==> config.mk <==
export PLATFORM = sky130hd
export DESIGN_NAME = spi_blob_reader
export DESIGN_NICKNAME = d
export VERILOG_FILES = /design/src/rtl/spi_blob_pkg.sv /design/src/rtl/spi_shift8.sv /design/src/rtl/spi_blob_reader.sv
export SDC_FILE = /design/constraint.sdc
export NUM_CORES = 1
export LEC_CHECK = 0
export CAP_MARGIN = 15
export CELL_PAD_IN_SITES_DETAIL_PLACEMENT = 0
export CELL_PAD_IN_SITES_GLOBAL_PLACEMENT = 1
export CORE_ASPECT_RATIO = 0.9
export CORE_UTILIZATION = 30
export DETAILED_ROUTE_END_ITERATION = 12
export PLACE_DENSITY_LB_ADDON = 0.12
export SLEW_MARGIN = 20
export SYNTH_ARGS = -nofsm -noshare
export SYNTH_HDL_FRONTEND = slang
export SYNTH_SLANG_ARGS = --single-unit
==> constraint.sdc <==
create_clock -name clk -period 2.7 [get_ports clk]
set_input_delay 0.54 -clock clk [delete_from_list [all_inputs] [get_ports clk]]
set_output_delay 0.54 -clock clk [all_outputs]
set_load 0.005 [all_outputs]
==> src/rtl/spi_blob_pkg.sv <==
// rtl/spi_blob_pkg.sv - shared states and default timing constants for the SPI blob reader
//
// Purpose: one home for the reader FSM state encoding and the default
// SPI half-period / inter-frame gap lengths used by spi_blob_reader.
// Ports: none (package).

package spi_blob_pkg;

    // System-clock cycles per SPI clock half-period.
    localparam int DEFAULT_CLK_DIV    = 4;
    // Minimum spi_en-high cycles between frames (responder SDRAM fetch time).
    localparam int DEFAULT_GAP_CYCLES = 64;

    typedef enum logic [2:0] {
        IDLE,
        CS_SETUP,
        SHIFT,
        CS_HOLD,
        GAP,
        WAIT_OUT
    } state_t;

endpackage

==> src/rtl/spi_shift8.sv <==
// rtl/spi_shift8.sv - 8-bit MOSI/MISO shift register for one SPI frame
//
// Purpose: holds the byte being shifted out (MSB first) and gathers the byte
// being shifted in. Strobes come from the reader FSM.
// Ports:
//   clk, rst        system clock, synchronous active-high reset
//   load, load_data parallel load of the transmit byte (also clears rx_byte)
//   shift           advance the transmit byte by one bit
//   sample, miso    shift one received bit into rx_byte
//   mosi            current transmit bit (transmit register bit 7)
//   rx_byte         received byte, MSB first

module spi_shift8 (
    input  logic       clk,
    input  logic       rst,
    input  logic       load,
    input  logic [7:0] load_data,
    input  logic       shift,
    input  logic       sample,
    input  logic       miso,
    output logic       mosi,
    output logic [7:0] rx_byte
);

    logic [7:0] tx_reg;

    always_ff @(posedge clk) begin
        if (rst) begin
            tx_reg  <= 8'h00;
            rx_byte <= 8'h00;
        end else begin
            if (load) begin
                tx_reg  <= load_data;
                rx_byte <= 8'h00;
            end else begin
                if (shift) begin
                    tx_reg <= {tx_reg[6:0], 1'b0};
                end
                if (sample) begin
                    rx_byte <= {rx_byte[6:0], miso};
                end
            end
        end
    end

    assign mosi = tx_reg[7];

endmodule

==> src/rtl/spi_blob_reader.sv <==
// rtl/spi_blob_reader.sv - SPI mode-0 master that reads a blob one byte per frame
//
// Purpose: on start, runs len SPI frames. Each frame sends cmd_byte on MOSI and
// captures one byte from MISO, which is offered on a single-register
// rx_data/rx_valid/rx_ready stream. A frame never starts while a byte is still
// waiting, and spi_en stays high at least GAP_CYCLES between frames.
// Ports:
//   clk, rst                    system clock, synchronous active-high reset
//   start, len, cmd_byte        transfer request (honoured only when idle)
//   busy, done                  transfer in progress / one-cycle completion pulse
//   rx_data, rx_valid, rx_ready received-byte stream
//   spi_en, spi_clk, spi_mosi   SPI master outputs (spi_en active-low select)
//   spi_miso                    SPI master input

module spi_blob_reader
    import spi_blob_pkg::*;
#(
    parameter int CLK_DIV    = DEFAULT_CLK_DIV,
    parameter int GAP_CYCLES = DEFAULT_GAP_CYCLES
) (
    input  logic        clk,
    input  logic        rst,
    input  logic        start,
    input  logic [15:0] len,
    input  logic [7:0]  cmd_byte,
    output logic        busy,
    output logic        done,
    output logic [7:0]  rx_data,
    output logic        rx_valid,
    input  logic        rx_ready,
    output logic        spi_en,
    output logic        spi_clk,
    output logic        spi_mosi,
    input  logic        spi_miso
);

    localparam int        GAP_W    = (GAP_CYCLES > 1) ? $clog2(GAP_CYCLES) : 1;
    localparam logic [7:0] DIV_LAST = 8'(CLK_DIV - 1);
    localparam logic [GAP_W-1:0] GAP_LAST = GAP_W'(GAP_CYCLES - 1);

    state_t           state;
    logic [7:0]       div_cnt;
    logic [2:0]       bit_cnt;
    logic [GAP_W-1:0] gap_cnt;
    logic [15:0]      remaining;
    logic [7:0]       cmd_reg;

    logic       div_end;
    logic       gap_end;
    logic       accept;
    logic       frame_go;
    logic       hold_end;
    logic       sh_load;
    logic [7:0] sh_data;
    logic       sh_shift;
    logic       sh_sample;
    logic [7:0] rx_byte;

    // Strobes for the shift register. frame_go mirrors exactly the FSM
    // transitions into CS_SETUP so the command byte is in place (bit 7 on
    // MOSI) from the first cycle spi_en is low.
    always_comb begin
        div_end   = (div_cnt == DIV_LAST);
        gap_end   = (gap_cnt == GAP_LAST);
        accept    = rx_valid && rx_ready;
        hold_end  = (state == CS_HOLD) && div_end;
        frame_go  = 1'b0;
        sh_data   = 8'h00;
        sh_shift  = 1'b0;
        sh_sample = 1'b0;

        case (state)
            IDLE:     frame_go = start && (len != 16'd0);
            GAP:      frame_go = gap_end && !rx_valid && (remaining != 16'd0);
            WAIT_OUT: frame_go = (accept || !rx_valid) && (remaining != 16'd0);
            default:  frame_go = 1'b0;
        endcase

        if (frame_go) begin
            sh_data = (state == IDLE) ? cmd_byte : cmd_reg;
        end
        // Clearing the transmit register at frame end keeps MOSI low between frames.
        sh_load = frame_go || hold_end;

        // MISO is sampled on the edge that raises spi_clk; MOSI advances on
        // the edge that lowers it (not after the last bit).
        if (state == SHIFT && div_end) begin
            sh_sample = !spi_clk;
            sh_shift  = spi_clk && (bit_cnt != 3'd7);
        end
    end

    spi_shift8 u_shift8 (
        .clk       (clk),
        .rst       (rst),
        .load      (sh_load),
        .load_data (sh_data),
        .shift     (sh_shift),
        .sample    (sh_sample),
        .miso      (spi_miso),
        .mosi      (spi_mosi),
        .rx_byte   (rx_byte)
    );

    always_ff @(posedge clk) begin
        if (rst) begin
            state     <= IDLE;
            div_cnt   <= 8'd0;
            bit_cnt   <= 3'd0;
            gap_cnt   <= '0;
            remaining <= 16'd0;
            cmd_reg   <= 8'h00;
            spi_en    <= 1'b1;
            spi_clk   <= 1'b0;
            busy      <= 1'b0;
            done      <= 1'b0;
            rx_data   <= 8'h00;
            rx_valid  <= 1'b0;
        end else begin
            done <= 1'b0;
            if (accept) begin
                rx_valid <= 1'b0;
            end

            case (state)
                IDLE: begin
                    if (start) begin
                        if (len != 16'd0) begin
                            remaining <= len;
                            cmd_reg   <= cmd_byte;
                            busy      <= 1'b1;
                            spi_en    <= 1'b0;
                            div_cnt   <= 8'd0;
                            state     <= CS_SETUP;
                        end else begin
                            done <= 1'b1;
                        end
                    end
                end

                CS_SETUP: begin
                    if (div_end) begin
                        div_cnt <= 8'd0;
                        bit_cnt <= 3'd0;
                        state   <= SHIFT;
                    end else begin
                        div_cnt <= div_cnt + 8'd1;
                    end
                end

                // spi_clk itself marks which half of the bit period we are in.
                SHIFT: begin
                    if (div_end) begin
                        div_cnt <= 8'd0;
                        if (!spi_clk) begin
                            spi_clk <= 1'b1;
                        end else begin
                            spi_clk <= 1'b0;
                            if (bit_cnt == 3'd7) begin
                                state <= CS_HOLD;
                            end else begin
                                bit_cnt <= bit_cnt + 3'd1;
                            end
                        end
                    end else begin
                        div_cnt <= div_cnt + 8'd1;
                    end
                end

                // rx_valid is always low here (frames only start once the
                // previous byte has gone), so loading rx_data drops nothing.
                CS_HOLD: begin
                    if (div_end) begin
                        div_cnt   <= 8'd0;
                        spi_en    <= 1'b1;
                        rx_data   <= rx_byte;
                        rx_valid  <= 1'b1;
                        remaining <= remaining - 16'd1;
                        gap_cnt   <= '0;
                        state     <= GAP;
                    end else begin
                        div_cnt <= div_cnt + 8'd1;
                    end
                end

                GAP: begin
                    if (gap_end) begin
                        if (rx_valid) begin
                            state <= WAIT_OUT;
                        end else if (remaining == 16'd0) begin
                            busy  <= 1'b0;
                            done  <= 1'b1;
                            state <= IDLE;
                        end else begin
                            spi_en  <= 1'b0;
                            div_cnt <= 8'd0;
                            state   <= CS_SETUP;
                        end
                    end else begin
                        gap_cnt <= gap_cnt + GAP_W'(1);
                    end
                end

                WAIT_OUT: begin
                    if (accept || !rx_valid) begin
                        if (remaining == 16'd0) begin
                            busy  <= 1'b0;
                            done  <= 1'b1;
                            state <= IDLE;
                        end else begin
                            spi_en  <= 1'b0;
                            div_cnt <= 8'd0;
                            state   <= CS_SETUP;
                        end
                    end
                end

                default: state <= IDLE;
            endcase
        end
    end

endmodule

==> metrics.md, run 1 <==
| Metric | Value |
|---|---|
| Share of cells above drive strength 1 | between 10 and 15% |
| Hold slack | between 0.4 and 0.5 ns |
| P_leak | approximately 1.8 nW |
| GRT Total Usage | 17.8% |
| Fin crit share | approximately 92% |
| Top_reg_cell synth | dfxtp_1 |
| Most frequent cells in the layout | nand2_1 (74), dfxtp_1 (73), a21oi_1 (48), clkdlybuf4s50_1 (41), nor2_1 (36) |
| CTS Hold Bufs | 0 |
| RSZ-0062 raised after global routing | false |
| Slew Viols, Final | 0 |
| CP max stage delay | about 0.5 ns |
| Wire per inst | about 16 um |
| Pre-CTS WS | between 0.02 and 0.03 ns |
| Largest cells by area after synthesis | dfxtp_1 (38%), nand2_1 (7.1%), a21oi_1 (6.2%) |
| Combinational share of power | roughly two fifths |
| CTS resizes | 0 |
| Sequential share of the synthesized area | between 30% and 40% |
| Clock buffer depth | 2 |
| Cell accounting for the most synthesized area | dfxtp_1 |
| Pint | 2.88 mW |
| Achievable Freq | between 400 and 500 MHz |
| Final Hold Vio Count | 0 |
| Core ar. | roughly 13000 um2 |
| Max reg flops | 16 |
| Die Width | approximately 120 um |
| CTS Buf Count | 9 |
| Worst-path fanout max | 14 |
| FF+latch count, synth | 73 |
| Nets | 580 |
| Library cells used by synthesis | 61 |
| Post-Route Setup TNS | 0 ns |
| H-tree lvl count | 3 |
| Post-Syn Instances | 490 |
| DRT iter0 DRCs | around 200 |
| Num ports | 43 |
| Synth Warn # | 0 |
| TritonCTS clock tree | done |
| Period minus WS final | 2.49 ns |
| PnR worst setup slack | 0.209 ns |
| IO Port Bufs | 42 |
| MaxCap Viol Count | 0 |
| Clock transition at path regs | roughly 0.060 ns |
| Ant diodes | 0 |
| Antenna violations before repair | 0 |
| Root Buffer | clkbuf_16 |
| Avg Cell Area, Syn | 7.93 um2 |
| Setup-failing EPs final | 0 |
| Half-perimeter wire length of the detailed placement result | 7710 um |
| RD Place Congestion | 0.753 |
| CP max stage cell | o41a_1 |
| GRT Residual Overflow | 0 |
| Critical path, cell by cell | inv_1 > ha_1 > or3b_1 > o41a_1 > a31oi_4 > buf_12 > o211ai_1 > a221oi_2 |
| DR DRC count | 0 |
| Routed Antenna Nets | 0 |
| Number of global-route vias before repair | 3563 |
| Most flop-heavy register | remaining |
| PD cells | between 900 and 1000 nW/um2 |
| Critical path data arrival time | about 2.7 ns |
| R2R setup slack | between 0.2 and 0.25 ns |
| Switching part of the total | 37.1% |
| Switching power total | roughly 1.7 mW |
| Die Y | about 110 um |
| Post-synthesis async set-or-reset flop share | 0% |
| Clock Power Share | roughly 28% |
| Row count | 39 |
| Die area | roughly 13000 um2 |
| Area growth from synthesis to layout | 29.0% |
| Critical path capture point type | flip-flop |
| Final core occ | between 30 and 40% |
| Post-CTS Repair Setup Buffers | 0 |
| HP Class | reg -> reg |
| Largest net degree at the start of global routing | 41 |
| Status | finished, final reports clean |
| First-pass GRT wire length | 18400 um |
| Post-Route Skew | 0.00971 ns |
| CTS sink count | between 70 and 80 |
| Syn nets | 524 |
| Routed WL | 11100 um |
| Initial Util | 30.7% |
| Most common cell after layout, fill and taps aside | nand2_1 |
| Detailed Routing Iterations Pass 1 | 4 |
| Share of the synthesized area in the top cell type | 37.6% |
| Clk_lat worst skew | 0.34 ns |
| Setup CP Type | reg -> reg |
| Vias | between 3000 and 4000 |
| Worst relative slew slack | a little over half |
| Mapped Area | roughly 3900 um2 |
| Flop pwr share | a little under a third |
| EDFF count, synth | 0 |
| Critical Path Start Type | flip-flop |
| Vias/cell | about 5.2 |
| Worst Tran Pin Value | between 0.6 and 0.7 ns |
| WP data required | about 3 ns |
| IR drop worst, VDD | roughly 0.32 mV |
-- layout make-up --
class                           count  area, um2
Multi-Input combinational cell    372       2250
Clock buffer                       11        243
Clock inverter                      5       78.8
Tap cell                          164        205
Sequential cell                    73       1460
Timing Repair Buffer               76        721
Inverter                           14       52.6
Fill cell                        1300       7620
-- power groups by stage --
stage                     logic (mW)  registers, mW  clock network (mW)
after floorplan                 1.29           1.35                   0
after global placement          1.84           1.44                   0
after detailed placement        1.84           1.44                   0
after CTS                       1.85           1.42                1.35
after global routing            2.06           1.45                1.39
final                           1.85           1.42                1.30
-- critical path: cells and delay by family, from the launching register on --
| family | cells | cell delay, ns |
|---|---|---|
| AO/OA/AOI/OAI | 4 | 1.12 |
| adder cells (fa/ha/maj) | 1 | 0.20 |
| buffers and inverters | 2 | 0.26 |
| flip-flops | 1 | 0.33 |
| AND/OR/NAND/NOR | 1 | 0.49 |
-- Yosys cell counts, types with 6 or more instances --
master,instances
a21o_1,10
a21oi_1,48
a221oi_2,7
a31oi_1,7
buf_2,7
clkbuf_1,22
dfxtp_1,73
inv_1,14
mux2i_1,9
nand2_1,74
nand3_1,20
nor2_1,36
nor3_1,16
nor4_1,10
o211ai_1,7
o21ai_0,25
o22ai_1,6
or2_2,6
or3_1,7
-- stage by stage --
stage / power (mW) / instances / instance area [um2]
2_1_floorplan: 2.64 / 490 / 3890
3_3_place_gp: 3.28 / 699 / 4690
3_5_place_dp: 3.28 / 699 / 4690
4_1_cts: 4.61 / 715 / 5010
5_1_grt: 4.90 / 715 / 5010
6_report: 4.57 / 715 / 5010
-- path summary, 6_finish.rpt --
check	startpoint	to	cells after the start
max	remaining[0]	u_shift8.tx_reg[6]	8
min	rx_data[5]	rx_data[5]	2
max reg2reg	remaining[0]	u_shift8.tx_reg[6]	8
min reg2reg	rx_data[5]	rx_data[5]	2
-- metal layers --
metal	global-route usage (%)	wire, um
met2	28.2	5010
met5	0	0
met3	4.12	444
met1	23.9	5550
met4	5.29	136
-- cell families (layout without fill, tap and decap cells) --
kind of cell	Yosys count	after routing	share of synthesized area [%]
compound gates	149	149	26.7
xor+xnor	5	5	1.13
fa+ha+maj	5	5	1.61
buf+inv	45	106	4.76
flops	73	73	37.6
mux	11	11	2.90
simple gates	202	202	25.3
Power figures use the tool's default switching activity.
==> run 2, diff against run 1 <==
CELL_PAD_IN_SITES_DETAIL_PLACEMENT = 1   (was 0)
==> run 2 against run 1 <==
  * Core utilization rose by 0.37 points
  * Via count rose by 3.5%
  * Setup slack got worse by 0.039 ns
  * Clock power rose by 15%
  * Critical path depth did not move
  * Final cell count did not move
  * Clock-buffer cell count fell by 2
  * Fmax fell by 1.6%
  * Register-to-register slack got worse by 0.04 ns
  * Power rose by 4.8%
  * Flip-flop and latch count did not move
  * Critical endpoint is now u_shift8.tx_reg[1]
  * Largest cell class unchanged
  * Largest power group unchanged
==> metrics.md, run 2 (synthesis gave the netlist of run 1 again) <==
| Metric | Value |
|---|---|
| Status | finished, final reports clean |
| Number of global-route vias before repair | between 3000 and 4000 |
| Row count | 39 |
| Detail Route met3 WL | 329 um |
| Most common cell after layout, fill and taps aside | nand2_1 |
| Clock Power Share | 31.1% |
| PnR worst setup slack | between 0.15 and 0.2 ns |
| Critical Path Start Type | flip-flop |
| Critical path, cell by cell | inv_1 > ha_1 > or3b_1 > o41a_1 > a31oi_4 > buf_12 > o211ai_1 > a221oi_2 |
| Post-CTS Repair Setup Buffers | 0 |
| Ant diodes | 0 |
| Flop pwr share | 29.7% |
| CTS sink count | 73 |
| CTS resizes | 0 |
| Worst relative slew slack | between 50% and 60% |
| Die Width | between 100 and 150 um |
| H-tree lvl count | 3 |
| Slew Viols, Final | 0 |
| Antenna violations before repair | 0 |
| Critical path capture point type | flip-flop |
| Pre-CTS WS | roughly 0.023 ns |
| PD cells | 947 nW/um2 |
| DRT iter0 DRCs | slightly above 80 |
| First-pass GRT wire length | about 20000 um |
| Nets | 580 |
| Area growth from synthesis to layout | 30.2% |
| Switching part of the total | between 30% and 40% |
| Total power | ~4.8 mW |
| Setup-failing EPs final | 0 |
| MaxCap Viol Count | 0 |
| Clk_lat worst skew | 0.35 ns |
| Share of cells above drive strength 1 | 14.0% |
| Top routing layer used | met4 |
| RD Place Congestion | 0.753 |
| HP Class | reg -> reg |
| Max reg flops | 16 |
| Half-perimeter wire length of the detailed placement result | ~8600 um |
| WP data required | 2.96 ns |
| TritonCTS clock tree | done |
| Initial Util | between 30 and 40% |
| Period minus WS final | approximately 2.5 ns |
| Hold slack | between 0.4 and 0.5 ns |
| CTS Buf Count | 9 |
| CP max stage delay | 0.50 ns |
| Clock transition at path regs | 0.06 ns |
| Vias/cell | 5.40 |
| Cell family with most CP delay | compound AO/OA/AOI/OAI gates |
| Buf/Inv on CP | 2 |
| IR drop worst, VDD | ~0.34 mV |
| Met1 WL | 5920 um |
| Combinational share of power | approximately two fifths |
| Routed Antenna Nets | 0 |
| Worst-path fanout max | 14 |
| GRT Total Usage | ~19% |
| CTS Hold Bufs | 0 |
| Post-Route Setup TNS | 0 ns |
| Setup CP Type | reg -> reg |
| CP max stage cell | or3b_1 |
| Vias | between 3000 and 4000 |
| IO Port Bufs | 42 |
| DR DRC count | 0 |
| Die area | approximately 13000 um2 |
| Met2 routed WL | approximately 5700 um |
| RSZ-0062 raised after global routing | false |
| Fin crit share | 93.7% |
| Critical path data arrival time | 2.79 ns |
| Detailed Routing Iterations Pass 1 | 4 |
| Worst Tran Pin Value | just over 0.7 ns |
| Pint | between 3 and 4 mW |
| Core ar. | ~13000 um2 |
| Wire per inst | approximately 17 um |
| GRT Residual Overflow | 0 |
| Final Cell Area | between 5000 and 6000 um2 |
| Num ports | 43 |
| Die Y | between 100 and 150 um |
| Routed WL | about 12000 um |
| Most frequent cells in the layout | nand2_1 (74), dfxtp_1 (73), a21oi_1 (48), clkdlybuf4s50_1 (41), nor2_1 (36) |
| Largest net degree at the start of global routing | just over 40 |
| Clock buffer depth | 2 |
| Root Buffer | clkbuf_16 |
| Final Hold Vio Count | 0 |
| P_leak | roughly 1.8 nW |
| Post-Route Skew | just under 0.005 ns |
| Switching power total | 1.75 mW |
| Area post-placement | 4690 um2 |
| Achievable Freq | roughly 400 MHz |
| Most flop-heavy register | remaining |
-- run 2: cell types whose count changed in the layout (fill, tap and decap cells not counted), sizes merged --
cell,delta
bufinv,+2
clkbuf,-2
-- run 2: routing by layer --
layer  global-route usage, %  up-vias
li1                        -     1915
met1                    24.9     1881
met2                    31.9       52
met3                    4.32       12
met4                    6.79        0
met5                       0        -
-- run 2: layout make-up --
cell class	count	area, um2
flip-flops and latches	73	1460
fillers	1510	7580
multi-input cells	372	2250
inverters	14	52.6
well taps	164	205
clock buffers	9	225
clock inverters	7	143
repair buffers	76	721
-- run 2: power by group through the flow --
stage               registers [mW]  logic, mW  clock network (mW)
global route                  1.45       2.09                1.59
CTS                           1.42       1.89                1.54
global placement              1.44       1.84                   0
detailed placement            1.44       1.88                   0
finish                        1.42       1.88                1.49
floorplan                     1.35       1.29                   0
-- run 2: through the flow --
step                util [%]  cells
floorplan                  -    490
global placement        37.1    699
detailed placement      37.1    699
CTS                     40.0    715
global route            40.0    715
finish                  40.0    715
-- run 2: worst paths after layout --
path / startpoint / to / slack [ns] / depth (start not counted)
setup reg to reg: remaining[0] / u_shift8.tx_reg[1] / 0.17 / 8
hold reg to reg: rx_data[5] / rx_data[5] / 0.45 / 2
hold / removal: rx_data[5] / rx_data[5] / 0.45 / 2
setup / recovery: remaining[0] / u_shift8.tx_reg[1] / 0.17 / 8
-- run 2: worst min-delay path: cells and delay by family, from the launching register on --
family,cells,cell delay (ns)
flops,1,0.30
compound gates,1,0.05
simple gates,1,0.05
==> run 3, diff against run 2 <==
CORE_ASPECT_RATIO = 0.6   (was 0.9)
CORE_UTILIZATION = 42   (was 30)
==> run 3 against run 2 <==
  * Combinational power increased by 14%
  * Critical path type unchanged
  * Via count increased by 5.8%
  * Routed wire length increased by 11%
  * Final cell count decreased by 6.0%
  * Clock power decreased by 11%
  * Power increased by 0.84%
  * Worst hold slack improved by 0.00053 ns
  * Die area decreased by 28%
  * Critical endpoint is now remaining[0]
  * Setup slack got worse by 0.040 ns
  * Clock skew increased by 0.0011 ns
  * Clock-buffer cell count increased by 2
==> metrics.md, run 3 (synthesis gave the netlist of run 1 again) <==
| Metric | Value |
|---|---|
| Combinational share of power | roughly 45% |
| P_leak | around 1.8 nW |
| Worst Tran Pin Value | about 0.73 ns |
| Clock Power Share | between 20% and 30% |
| Routed Antenna Nets | 0 |
| Vias/cell | roughly 6.1 |
| Fin crit share | between 90 and 100% |
| Filler cells | ~1100 |
| Worst relative slew slack | ~51% |
| Die Y | ~77 um |
| Post-CTS Repair Setup Buffers | 0 |
| Critical path data arrival time | roughly 2.8 ns |
| Share of cells above drive strength 1 | 15.6% |
| Critical path capture point type | flip-flop |
| Flop pwr share | between 20% and 30% |
| Root Buffer | clkbuf_16 |
| PD cells | between 900 and 1000 nW/um2 |
| IO Port Bufs | 42 |
| Row count | 26 |
| Area growth from synthesis to layout | 29.4% |
| Wire per inst | 20.0 um |
| MaxCap Viol Count | 0 |
| Die Width | ~130 um |
| IR drop worst, VDD | between 0.3 and 0.4 mV |
| GRT Residual Overflow | 0 |
| Clock buffer depth | 2 |
| GRT Total Usage | 29.1% |
| FF/Latch Area | 1460 um2 |
| Number of global-route vias before repair | between 4000 and 5000 |
| Area of the multi-input gates | roughly 2300 um2 |
| RSZ-0062 raised after global routing | false |
| Switching part of the total | ~39% |
| Largest net degree at the start of global routing | between 40 and 50 |
| Initial Util | between 40 and 50% |
| Most flop-heavy register | remaining |
| H-tree lvl count | 3 |
| DR DRC count | 0 |
| Worst-path fanout max | 23 |
| RD Place Congestion | about 0.86 |
| Routed WL | around 13000 um |
| DRT iter0 DRCs | 334 |
| Num ports | 43 |
| Post-Route Skew | around 0.006 ns |
| Max reg flops | 16 |
| Total power | between 4 and 5 mW |
| Clock transition at path regs | around 0.06 ns |
| CTS Buf Count | 9 |
| TritonCTS clock tree | done |
| Most common cell after layout, fill and taps aside | nand2_1 |
| Vias | about 4100 |
| CTS sink count | 73 |
| WP data required | 2.96 ns |
| Half-perimeter wire length of the detailed placement result | about 9600 um |
| Critical Path Start Type | flip-flop |
| Core ar. | just under 9000 um2 |
| Hold slack | 0.455 ns |
| CP endpoint | remaining[0] |
| Switching power total | around 1.9 mW |
| Final Hold Vio Count | 0 |
| Period minus WS final | around 2.6 ns |
| Die area | around 9700 um2 |
| Status | finished, final reports clean |
| Worst Reg2Reg Path Length in Cells | 7 |
| Setup CP Type | reg -> reg |
| Nets | roughly 590 |
| Clk_lat worst skew | roughly 0.34 ns |
| R2R setup slack | between 0.1 and 0.15 ns |
| Detailed Routing Iterations Pass 1 | 6 |
| Crit path from | div_cnt[0] |
| First-pass GRT wire length | ~22000 um |
| Antenna violations before repair | 1 |
| Most frequent cells in the layout | nand2_1 (74), dfxtp_1 (73), a21oi_1 (48), clkdlybuf4s50_1 (41), buf_4 (38) |
| HP Class | reg -> reg |
| Critical R2R Capture | remaining[0] |
| Slew Viols, Final | 0 |
| Pint | about 3.0 mW |
| Setup-failing EPs final | 0 |
| Worst r2r src | div_cnt[0] |
| Achievable Freq | between 300 and 400 MHz |
run 3: cell type report:
type / instances / area share, %
antenna: 1 / 0.0498
clock buffer: 11 / 5.03
clock inverter: 5 / 1.54
inverter: 14 / 1.05
multi-input combinational: 372 / 45.0
sequential: 73 / 29.1
tap: 112 / 2.79
timing repair buffer: 84 / 15.5
run 3: what timing repair did:
action,in CTS,in global routing
hold buffers,0,0
gates resized for setup,0,2
setup endpoints to repair,0,18
run 3: power by group through the flow:
stage	combinational [mW]	clock, mW	sequential, mW
floorplan	1.29	0	1.35
global placement	1.98	0	1.37
detailed placement	2.06	0	1.38
CTS	2.10	1.33	1.36
global route	2.32	1.38	1.38
finish	2.15	1.32	1.36
run 3: critical path, cell delays in order, from the launching register on:
cell and delay [ns]:
dfxtp_1 0.44, ha_1 0.35, or4b_2 0.69, nor3_2 0.26, buf_12 0.21, or2_2 0.28
nand3_1 0.11, a31oi_1 0.15
run 3: stage by stage:
stage | setup TNS, ns | area (um2) | cells | worst slack [ns] | utilization, %
2_1_floorplan | 0 | 3890 | 490 | 0.293 | -
3_3_place_gp | -0.253 | 4690 | 655 | -0.0472 | 53.6
3_5_place_dp | -0.717 | 4690 | 655 | -0.142 | 53.6
4_1_cts | 0 | 5020 | 671 | 0.110 | 57.3
5_1_grt | 0 | 5030 | 671 | 0.0576 | 57.4
6_report | 0 | 5030 | 672 | 0.130 | 57.5
run 3: how the worst min path moves through the flow:
stage / from / endpoint / slack (ns) / depth (start not counted)
floorplan: u_shift8.rx_byte[7] / rx_data[7] / 0.43 / 2
global route: rx_data[3] / rx_data[3] / 0.49 / 2
finish: rx_data[0] / rx_data[0] / 0.46 / 2
CTS: rx_data[0] / rx_data[0] / 0.46 / 2
detailed placement: rx_data[0] / rx_data[0] / 0.45 / 2
global placement: cmd_reg[0] / cmd_reg[0] / 0.44 / 2
run 3: metal layers:
layer  vias to the layer above  share of wire (%)  GRT usage (%)
met5                         -                  0              0
met4                         0               0.91           6.63
met3                        15                5.3           8.15
met2                       114                 45           46.1
met1                      2034                 49           39.3
li1                       1921                  -              -
